File: config.mk
export PLATFORM = sky130hd
export DESIGN_NAME = rom_flat
export DESIGN_NICKNAME = d
export VERILOG_FILES = /design/src/rtl/rom_if.sv /design/src/rtl/rom.sv /design/src/flat_wrapper.sv
export SDC_FILE = /design/constraint.sdc
export NUM_CORES = 1
export LEC_CHECK = 0
export BUFFER_PORTS_ARGS = -buffer_cell sky130_fd_sc_hd__buf_2
export CORE_MARGIN = 2
export CORE_UTILIZATION = 38
export DETAILED_ROUTE_END_ITERATION = 10
export PLACE_DENSITY = 0.63
export SETUP_SLACK_MARGIN = 0.05
export SYNTH_ARGS = -nofsm -noshare
export SYNTH_HDL_FRONTEND = slang
export SYNTH_SLANG_ARGS = --single-unit
export TNS_END_PERCENT = 10
File: constraint.sdc
create_clock -name clk -period 8.51 [get_ports clk]
set_input_delay 0.4255 -clock clk [delete_from_list [all_inputs] [get_ports clk]]
set_output_delay 0.4255 -clock clk [all_outputs]
set_load 0.01 [all_outputs]
File: src/rtl/rom_if.sv
// Access bus for the writable ROM: write enable, shared address, write data and registered read data.
// Signal names follow the processor-side names (WE, Address, D, Q).
interface rom_if #(
  parameter int unsigned n = 8
);
  localparam int unsigned AW = 5;

  logic          WE;
  logic [AW-1:0] Address;
  logic [n-1:0]  D;
  logic [n-1:0]  Q;

  modport master (
    output WE,
    output Address,
    output D,
    input  Q
  );

  modport slave (
    input  WE,
    input  Address,
    input  D,
    output Q
  );
endinterface

File: src/rtl/rom.sv
// 32 x n writable "ROM": registered read (read-first on same-address write), run-time write port,
// and an asynchronous initialize that restores a fixed image (word a = 8'hA0 + a) and clears Q.
module rom #(
  parameter int unsigned n = 8
) (
  input  logic  clk,
  input  logic  initialize,
  rom_if.slave  bus
);
  localparam int unsigned DEPTH = 32;
  localparam int unsigned AW    = 5;
  localparam int unsigned BASE  = 32'hA0;

  logic [n-1:0] r_mem [DEPTH];
  logic [n-1:0] r_q;

  // Default image word: low byte of BASE + a, then resized to n bits (zero-extend or truncate).
  function automatic logic [n-1:0] image_word(input int unsigned a);
    logic [7:0] w_byte;
    w_byte = 8'(BASE + a);
    return n'(w_byte);
  endfunction

  // Storage and read register share one process so the write is discarded while initialize is high
  // and the read naturally returns the pre-write word.
  always_ff @(posedge clk or posedge initialize) begin
    if (initialize) begin
      for (int unsigned a = 0; a < DEPTH; a++) begin
        r_mem[AW'(a)] <= image_word(a);
      end
      r_q <= '0;
    end else begin
      r_q <= r_mem[bus.Address];
      if (bus.WE) begin
        r_mem[bus.Address] <= bus.D;
      end
    end
  end

  assign bus.Q = r_q;

endmodule

File: src/flat_wrapper.sv
// flat-port wrapper written by rule: the top's interface ports become plain ports
module rom_flat 
#(
  parameter int unsigned n = 8
)
  (clk, initialize, bus_WE, bus_Address, bus_D, bus_Q);
  rom_if #(.n(n)) bus_i ();
  input  logic clk;
  input  logic initialize;
  input wire logic [$bits(bus_i.WE)-1:0] bus_WE;
  input wire logic [$bits(bus_i.Address)-1:0] bus_Address;
  input wire logic [$bits(bus_i.D)-1:0] bus_D;
  output wire logic [$bits(bus_i.Q)-1:0] bus_Q;
  assign bus_i.WE = bus_WE;
  assign bus_i.Address = bus_Address;
  assign bus_i.D = bus_D;
  assign bus_Q = bus_i.Q;
  rom #(.n(n)) u_core (.clk(clk), .initialize(initialize), .bus(bus_i));
endmodule
==> metrics.md <==
| Metric | Value |
|---|---|
| Status | `completed` |
| Row count | `65` |
| Port Buffer Count | `23` |
| Most common flop cell mapped by yosys | `dfstp_2` |
| Number of max-cap violations | `0` |
| Worst Setup SP | `bus_Address[1]` |
| Via count | `7112` |
| Setup TNS | `0 ns` |
| Crit start category | `input pin` |
| Share of layout cells above drive strength 1 | `0.552` |
| Sequential cell area | `0.00679 mm²` |
| Core ar. | `0.0316 mm²` |
| Post-synth net total | `881` |
| Post-DP HPWL | `18.0 mm` |
| Pwr per Cell Area | `254 mW/mm²` |
| Post-synth top area share | `0.309` |
| Routability cong. | `0.756` |
| Final Max Tran Viols | `0` |
| Finish-stage setup viols | `0` |
| R2r endpoint | `u_core.bus.Q[0]$_DFF_PP0_` |
| Largest net degree at the start of global routing | `116` |
| Die area | `0.0336 mm²` |
| # Post-CTS Setup Buffers | `0` |
| Top post-synthesis cells by count | `245 x mux2_2, 144 x dfstp_2, 128 x mux2i_1, 120 x dfrtp_1, 64 x o22ai_1` |
| Placed insts | `1231` |
| Hold Buf Count CTS | `0` |
| Final period util | `0.319` |
| Routed Antenna Nets | `0` |
| CP endpoint | `u_core.r_mem[34]$_DFFE_PP0P_` |
| Synth area leaders | `dfstp_2 31%, dfrtp_1 25%, mux2_2 23%, mux2i_1 10%, o22ai_1 3.3%` |
| Critical Path RT | `8.95 ns` |
| PostCTS Resize Cnt | `0` |
| Tightest Pin Transition | `1.04 ns` |
| Initial antenna violation count | `0` |
| Fill cells | `2848` |
| Fin cells | `1285` |
| Area growth from synthesis to layout | `11.1%` |
| FFs w/ async S/R, synth | `1.00` |
| Synth warn | `0` |
| RSZ-0062 raised after global routing | `false` |
| Critical path type | `input pin to register` |
| Worst VDD drop | `142 µV` |
| H-tree depth | `1` |
| Die width | `183 µm` |
| Ant diodes | `0` |
| Slew HR | `0.308` |
| CTS Buffer Depth | `3` |
| Chip height | `183 µm` |
| Initial DRC Count | `544` |
| Worst-Skew Late Latency | `0.55 ns` |
| Mapped Avg Cell Area | `14.1 µm²` |
| Min setup slack post-route | `5.80 ns` |
| Total GRT Usage | `0.174` |
| Setup crit end kind | `register` |
| HP Class | `input pin to asynchronous set/reset pin` |
| Number of synthesized flops with an enable pin | `0` |
| CTS Buf Count | `29` |
| WL/cell | `22.2 µm` |
| Clock sink count | `264` |
| Clock skew | `0.0154 ns` |
| Residual DRC count | `0` |
| Place WS | `5.24 ns` |
| Grt ovf | `0` |
| R2r startpoint | `u_core.r_mem[168]$_DFFE_PP0P_` |
| Synthesized area | `0.0122 mm²` |
| FF-to-FF setup slack | `6.83 ns` |
| Vias per cell | `5.53` |
| Largest area contributor in the netlist | `dfstp_2` |
| Syn Inst Count | `865` |
| CP Max Fanout | `54` |
| Final core utilization | `0.430` |
| Seq/Total Area, Yosys | `0.555` |
| Leak Pwr | `0.00581 µW` |
| Multi-input gate area in the final layout | `0.00517 mm²` |
| Root Driver | `clkbuf_16` |
| Top-count cell post-synth | `mux2_2` |
| Design Power | `3450 µW` |
| Fmax | `0.369 GHz` |
| Vias in the first global route | `7361` |
| Clk slew on worst S/H paths | `0.06 ns` |
| Post-route minimum period | `2.71 ns` |
| Final #Nets | `876` |
| # IOs | `24` |
| Register-to-Register Path Depth | `4` |
| CTS tree | `yes` |
| Critical path arrival | `3.15 ns` |
| Routed WL | `28.5 mm` |
| Number of synthesized register bits | `264` |
| Cell variety after synth | `33` |
| Drt first pass iters | `4` |
| Global-route wire length before repair | `45.5 mm` |
| Final Hold Viols | `0` |
| Starting Density | `0.387` |
## critical path: stages
cell,delay (ns)
buf_6,0.51
buf_4,0.75
nand3_1,0.40
nor3_2,0.62
mux2_2,0.40
## cells in the final DEF (no fill, tap or decap), drive strengths merged
master    synthesis  final
mux2            256    256
dfstp           144    144
mux2i           128    128
dfrtp           120    120
o22ai            64     64
clkbuf           31     49
buf              32     27
nand2            22     22
nor4             16     16
nor2             14     14
nand3             6      6
nor3              5      5
nand4b            4      4
or4b              4      4
nand3b            3      3
or4bb             3      3
nand4bb           3      3
clkinv            0      3
nor3b             3      3
inv               1      2
or2               1      1
and3b             1      1
and3              1      1
or3b              1      1
or4               1      1
nand4             1      1
clkinvlp          0      1
## cell type report
class                           instances  area share
Multi-Input combinational cell        537       0.380
Tap cell                              402      0.0370
Clock inverter                          5     0.00230
Clock buffer                           49      0.0692
Timing Repair Buffer                   27      0.0111
Inverter                                1    0.000829
Sequential cell                       264       0.499
## state kept, by name, indices dropped and copies added, names as in the netlist
| name | count |
|---|---|
| u_core.r_mem | 256 |
| u_core.bus.Q | 8 |
## cell families after synthesis
family,share of synthesized area
AOI/OAI and AO/OA,0.0327
buffers and inverters,0.0229
DFF,0.555
muxes,0.340
and+or+nand+nor,0.0492
## through the flow
stage | cell area [µm²] | hold WS (ns)
after floorplan | 12200 | 0.457
after global placement | 12600 | 0.468
after detailed placement | 12600 | 0.475
after CTS | 13600 | 0.0695
after global routing | 13600 | 0.105
final | 13600 | 0.0405
## worst min path at each step
stage	cells after the start	slack, ns	start	end
2_1_floorplan	1	0.46	u_core.r_mem[50]$_DFFE_PP0P_	u_core.r_mem[50]$_DFFE_PP0P_
3_3_place_gp	1	0.47	u_core.r_mem[50]$_DFFE_PP0P_	u_core.r_mem[50]$_DFFE_PP0P_
3_5_place_dp	1	0.48	u_core.r_mem[50]$_DFFE_PP0P_	u_core.r_mem[50]$_DFFE_PP0P_
4_1_cts	2	0.07	initialize	u_core.r_mem[217]$_DFFE_PP0P_
5_1_grt	2	0.10	initialize	u_core.r_mem[217]$_DFFE_PP0P_
6_report	2	0.04	initialize	u_core.r_mem[217]$_DFFE_PP0P_
## where the power goes
part	internal (µW)	total, µW	leakage, µW	switching, µW
registers	1600	1720	0.00304	119
clock network	746	1250	0.000482	505
logic	261	485	0.00229	225
total	2610	3450	0.00581	848
## per-layer routing
layer | track usage | vias up | share of wire
met3 | 0.0260 | 37 | 0.041
met2 | 0.269 | 123 | 0.45
met4 | 0.0349 | 0 | 0.015
met1 | 0.261 | 3770 | 0.49
met5 | 0 | - | 0
li1 | - | 3182 | -
No activity file was read; power rests on OpenSTA's default activity.
